File: src/rtl/vx_barrier_ctrl.sv
// vx_barrier_ctrl: per-core barrier controller. Warps arrive over a
// valid/ready port, stall until the declared warp count is met, then
// the barrier releases all of its warps with a one-cycle pulse.
// Ports: clk, reset (async, active-high), req_valid/req_ready with
// req_wid/req_bar_id/req_size_m1, flush, stall_mask, release_valid,
// release_bar_id, release_mask, release_timeout, busy.
// Optional watchdog release: define BARRIER_TIMEOUT_EN.
module vx_barrier_ctrl #(
  parameter int NUM_WARPS      = 4,
  parameter int NUM_BARRIERS   = 4,
  parameter int TIMEOUT_CYCLES = 65535,
  localparam int NW_W = $clog2(NUM_WARPS),
  localparam int NB_W = (NUM_BARRIERS > 1) ? $clog2(NUM_BARRIERS) : 1
) (
  input  logic                 clk,
  input  logic                 reset,
  input  logic                 req_valid,
  output logic                 req_ready,
  input  logic [NW_W-1:0]      req_wid,
  input  logic [NB_W-1:0]      req_bar_id,
  input  logic [NW_W-1:0]      req_size_m1,
  input  logic                 flush,
  output logic [NUM_WARPS-1:0] stall_mask,
  output logic                 release_valid,
  output logic [NB_W-1:0]      release_bar_id,
  output logic [NUM_WARPS-1:0] release_mask,
  output logic                 release_timeout,
  output logic                 busy
);

  typedef enum logic [1:0] {IDLE, EVAL, REL} state_t;

  state_t state, state_n;

  logic [NUM_WARPS-1:0] mask [NUM_BARRIERS];
  logic [NW_W-1:0]      lat_wid;
  logic [NW_W-1:0]      lat_size;
  logic [NB_W-1:0]      lat_bar;

  logic                 expire_pending;
  logic [NB_W-1:0]      exp_idx;

  logic [NUM_WARPS-1:0] wid_oh;
  logic [NUM_WARPS-1:0] eval_mask;
  logic [NW_W:0]        eval_cnt;
  logic                 hit;
  logic                 any_mask;

  // Arrival evaluation on the latched request.
  always_comb begin
    wid_oh = '0;
    wid_oh[lat_wid] = 1'b1;
    eval_mask = mask[lat_bar] | wid_oh;
    eval_cnt = '0;
    for (int i = 0; i < NUM_WARPS; i++)
      eval_cnt = eval_cnt + (NW_W+1)'(eval_mask[i]);
    hit = (eval_cnt == ({1'b0, lat_size} + (NW_W+1)'(1)));
    any_mask = 1'b0;
    for (int b = 0; b < NUM_BARRIERS; b++)
      any_mask = any_mask | (|mask[b]);
  end

`ifdef BARRIER_TIMEOUT_EN
  localparam int CNT_W = $clog2(TIMEOUT_CYCLES + 1);
  localparam logic [CNT_W-1:0] CNT_MAX = CNT_W'(TIMEOUT_CYCLES);

  logic [CNT_W-1:0] cnt [NUM_BARRIERS];

  // Held at zero while empty, so the first arrival starts from zero.
  always_ff @(posedge clk or posedge reset) begin
    if (reset) begin
      for (int b = 0; b < NUM_BARRIERS; b++)
        cnt[b] <= '0;
    end else begin
      for (int b = 0; b < NUM_BARRIERS; b++) begin
        if (flush || (mask[b] == '0))
          cnt[b] <= '0;
        else if (cnt[b] != CNT_MAX)
          cnt[b] <= cnt[b] + CNT_W'(1);
      end
    end
  end

  // Descending scan leaves the lowest expired index selected.
  always_comb begin
    expire_pending = 1'b0;
    exp_idx = '0;
    for (int b = NUM_BARRIERS - 1; b >= 0; b--) begin
      if ((mask[b] != '0) && (cnt[b] == CNT_MAX)) begin
        expire_pending = 1'b1;
        exp_idx = NB_W'(b);
      end
    end
  end
`else
  assign expire_pending = 1'b0;
  assign exp_idx = '0;
`endif

  always_ff @(posedge clk or posedge reset) begin
    if (reset) state <= IDLE;
    else       state <= state_n;
  end

  always_comb begin
    state_n = state;
    if (flush) begin
      state_n = IDLE;
    end else begin
      unique case (state)
        IDLE: begin
          if (expire_pending) state_n = REL;
          else if (req_valid) state_n = EVAL;
        end
        EVAL:    state_n = hit ? REL : IDLE;
        REL:     state_n = IDLE;
        default: state_n = IDLE;
      endcase
    end
  end

  always_comb begin
    req_ready = (state == IDLE) && !flush && !expire_pending;
    busy = (state != IDLE) || any_mask;
  end

  always_ff @(posedge clk or posedge reset) begin
    if (reset) begin
      for (int b = 0; b < NUM_BARRIERS; b++)
        mask[b] <= '0;
      stall_mask      <= '0;
      release_valid   <= 1'b0;
      release_bar_id  <= '0;
      release_mask    <= '0;
      release_timeout <= 1'b0;
      lat_wid         <= '0;
      lat_bar         <= '0;
      lat_size        <= '0;
    end else if (flush) begin
      for (int b = 0; b < NUM_BARRIERS; b++)
        mask[b] <= '0;
      stall_mask      <= '0;
      release_valid   <= 1'b0;
      release_bar_id  <= '0;
      release_mask    <= '0;
      release_timeout <= 1'b0;
    end else begin
      release_valid <= 1'b0;
      unique case (state)
        IDLE: begin
          if (expire_pending) begin
            release_valid   <= 1'b1;
            release_bar_id  <= exp_idx;
            release_mask    <= mask[exp_idx];
            release_timeout <= 1'b1;
          end else if (req_valid) begin
            lat_wid  <= req_wid;
            lat_bar  <= req_bar_id;
            lat_size <= req_size_m1;
          end
        end
        EVAL: begin
          mask[lat_bar] <= eval_mask;
          if (hit) begin
            release_valid   <= 1'b1;
            release_bar_id  <= lat_bar;
            release_mask    <= eval_mask;
            release_timeout <= 1'b0;
          end else begin
            stall_mask[lat_wid] <= 1'b1;
          end
        end
        REL: begin
          mask[release_bar_id] <= '0;
          stall_mask <= stall_mask & ~release_mask;
        end
        default: ;
      endcase
    end
  end

endmodule

File: config.mk
export PLATFORM = sky130hd
export DESIGN_NAME = vx_barrier_ctrl
export DESIGN_NICKNAME = d
export VERILOG_FILES = /design/src/rtl/vx_barrier_ctrl.sv
export SDC_FILE = /design/constraint.sdc
export NUM_CORES = 1
export LEC_CHECK = 0
export BUFFER_PORTS_ARGS = -buffer_cell sky130_fd_sc_hd__buf_2
export CORE_UTILIZATION = 50
export CTS_CLUSTER_SIZE = 10
export DETAILED_ROUTE_END_ITERATION = 7
export MAX_ROUTING_LAYER = met4
export PLACE_DENSITY = 0.74
export SETUP_SLACK_MARGIN = 0.1
export SYNTH_ARGS = -nofsm -noshare
export SYNTH_HDL_FRONTEND = slang
export SYNTH_SLANG_ARGS = --single-unit
export TNS_END_PERCENT = 30
File: constraint.sdc
create_clock -name clk -period 3.15 [get_ports clk]
set_input_delay 0.4725 -clock clk [delete_from_list [all_inputs] [get_ports clk]]
set_output_delay 0.4725 -clock clk [all_outputs]
set_load 0.02 [all_outputs]
==> flow_summary.json <==
{
  "port_buffers": 22,
  "wire_per_inst_um": 18.0,
  "ys_seq_elements": 35,
  "clock_sinks": 35,
  "synth_top_family_by_area": "compound AO/OA/AOI/OAI gates",
  "max_freq_mhz": 342,
  "syn_inst": 162,
  "cts_tree": "yes",
  "crit_arrival_ns": 3.16,
  "synth_xor_area_share_pct": 1.47,
  "cts_buffer_depth": 2,
  "grtUsageTotal_pct": 27.0,
  "timing.rr.end": "release_bar_id[0]",
  "post-place-ws_ns": -0.00885,
  "grt_max_degree": 19,
  "cts_buffers": 5,
  "die-width_um": 61.8,
  "ys_types": 49,
  "rsz0062_at_grt": "no",
  "status": "finished clean",
  "p_leak_nw": 0.972,
  "synth_common_cells": "dfrtp_1, inv_1, a22o_1",
  "vias_per_cell": 5.96,
  "wl_um": 4260,
  "path_max_fanout": 9,
  "yosysMostFrequentCell": "dfrtp_1",
  "n_antenna_cell": 0,
  "synth-edff-count": 0,
  "synth.yosys.warnings": 0,
  "cp-start-kind": "register",
  "htree_levels": 2,
  "synth_ff_type": "dfrtp_1",
  "ant_nets": 0,
  "hold_class": "input pin to async pin",
  "die_area_um2": 3820,
  "synth_top_area_share_pct": 49.0,
  "powerDensity_nw_per_um2": 629,
  "antenna_found_initial": 0,
  "gp_congestion": 0.919,
  "relSlewSlack_pct": 55.6,
  "clock_skew_ns": 0.0170,
  "nets": 204,
  "grt_overflow": 0,
  "drive_gt1_share_pct": 29.3,
  "synthArstFlopShare_pct": 100,
  "synthMuxAreaShare_pct": 6.72,
  "path_class": "register to register",
  "cp_data_required_time_ns": 3.39,
  "yosys-top-cells-area": "dfrtp_1, a22o_1, inv_1",
  "seq_area_frac_synth_pct": 49.0,
  "fin_ws_ns": 0.229,
  "final_util_pct": 61.4,
  "drt_iter0_drc": 86,
  "dr.pass1.iters": 4,
  "grt_pass1_vias": 1366,
  "die_y_um": 61.8,
  "vias": 1412,
  "finalMaxSlewViolations": 0,
  "path_clk_slew_ns": 0.12,
  "dp_hpwl_um": 3200,
  "synth_compound_area_share_pct": 20.4,
  "rr_worst_depth": 10,
  "hold_viol": 0,
  "drc_errors": 0,
  "syn_to_final_growth_pct": 16.5,
  "fin_crit_sh_pct": 92.7,
  "setup.worst_path.end_class": "register",
  "synthSimpleGateAreaFrac_pct": 14.2,
  "vdd_drop_max_v": 0.000646,
  "worst_pin_slew_ns": 0.666,
  "insertion_delay_ns": 0.34,
  "grt_pass1_wl_um": 6960,
  "max_cap_viol_count": 0,
  "syn_nets": 176,
  "finalCriticalPeriod_ns": 2.92,
  "r2r_start": "lat_wid[1]",
  "synth_fa_ha_area_share_pct": 3.22,
  "netlist_area_um2": 1790,
  "ios": 24,
  "core_um2": 3390,
  "row_count": 21,
  "setup-violations-final": 0,
  "initial_core_util_pct": 52.7,
  "yosys.area.top_type": "dfrtp_1",
  "reg2reg_setup_slack_ns": 0.23,
  "clock-root-buffer": "clkbuf_4",
  "postSynthAreaPerCell_um2": 11.0
}
## kinds of logic after synthesis
group,after synthesis
AOI/OAI and AO/OA,50
and+or+nand+nor,39
DFF,35
buffers and inverters,20
muxes,10
adders and majority gates,4
xor gates and xnor gates,3
other,1
## worst max-delay path: stages, from the launching register on
cell and delay (ns):
dfrtp_2 0.49, nand2b_1 0.20, o211ai_1 0.15, a31oi_1 0.13
fa_1 0.56, inv_1 0.05, ha_1 0.18, ha_1 0.30
xnor2_2 0.21, a41oi_2 0.24, a22o_1 0.29
## cell usage in the layout, fill, tap and decap left out, drive strengths merged, types with 2 or more instances in the layout
cell type	synthesis	routed
buf	6	28
o21ai	8	8
o211ai	3	3
nor2b	5	5
nor3	3	3
nor4	3	3
ha	3	3
mux2	6	6
nand2	7	7
o21a	4	4
a31oi	6	6
mux2i	3	3
clkbuf	1	5
nand4	2	2
a211oi	3	3
inv	13	13
a21oi	7	7
nand3	2	2
nand2b	4	4
xnor2	2	2
clkinv	0	2
a22o	12	12
nand3b	3	3
nor2	3	3
dfrtp	35	35
nor3b	2	2
## power breakdown
| part | internal (mW) | switching (mW) |
|---|---|---|
| registers | 0.492 | 0.0593 |
| logic | 0.176 | 0.252 |
| clock network | 0.167 | 0.162 |
| total | 0.835 | 0.473 |
## state kept, by name, indices dropped and copies added (netlist names)
| name | cells |
|---|---|
| lat_size | 2 |
| release_bar_id | 2 |
| release_valid | 1 |
| release_mask | 4 |
| stall_mask | 4 |
| lat_wid | 2 |
| state | 2 |
| lat_bar | 2 |
| mask | 16 |
## final cells by class
class	count	area, um2
multi-input cells	107	858
clock inverters	3	43.8
flip-flops and latches	35	880
fillers	296	1310
clock buffers	5	37.5
inverters	13	48.8
well taps	46	57.6
repair buffers	28	155
## worst max-delay path by stage
| stage | slack, ns | start | depth (start not counted) | to |
|---|---|---|---|---|
| floorplan | 0.24 | lat_bar[1] | 12 | release_bar_id[1] |
| global placement | 0.11 | lat_bar[0] | 10 | release_bar_id[1] |
| detailed placement | -0.009 | lat_bar[0] | 10 | release_bar_id[0] |
| CTS | 0.20 | lat_bar[0] | 9 | release_bar_id[0] |
| global route | 0.10 | lat_bar[1] | 11 | release_bar_id[0] |
| finish | 0.23 | lat_wid[1] | 10 | release_bar_id[0] |
## metal layers
layer | wire (um) | GRT usage [%]
met2 | 2040 | 41.5
met5 | 0 | -
met1 | 1910 | 36.9
met4 | 31 | 6.67
met3 | 279 | 5.59
## stage by stage
stage	std cells	cell area [um2]	hold WS, ns	power (mW)	setup TNS (ns)
3_5_place_dp	227	1950	0.495	0.945	-0.00885
4_1_cts	237	2070	0.235	1.30	0
6_report	237	2080	0.203	1.31	0
2_1_floorplan	162	1790	0.462	0.828	0
5_1_grt	237	2080	0.249	1.38	0
3_3_place_gp	227	1950	0.481	0.929	0
## repair_timing
item | CTS | global route
hold buffers | 0 | 0
pin swaps | 2 | 1
endpoints found under the setup margin | 10 | 10
gates resized for setup | 5 | 3
setup buffers | 2 | 0
(Power assumes the default switching activity.)
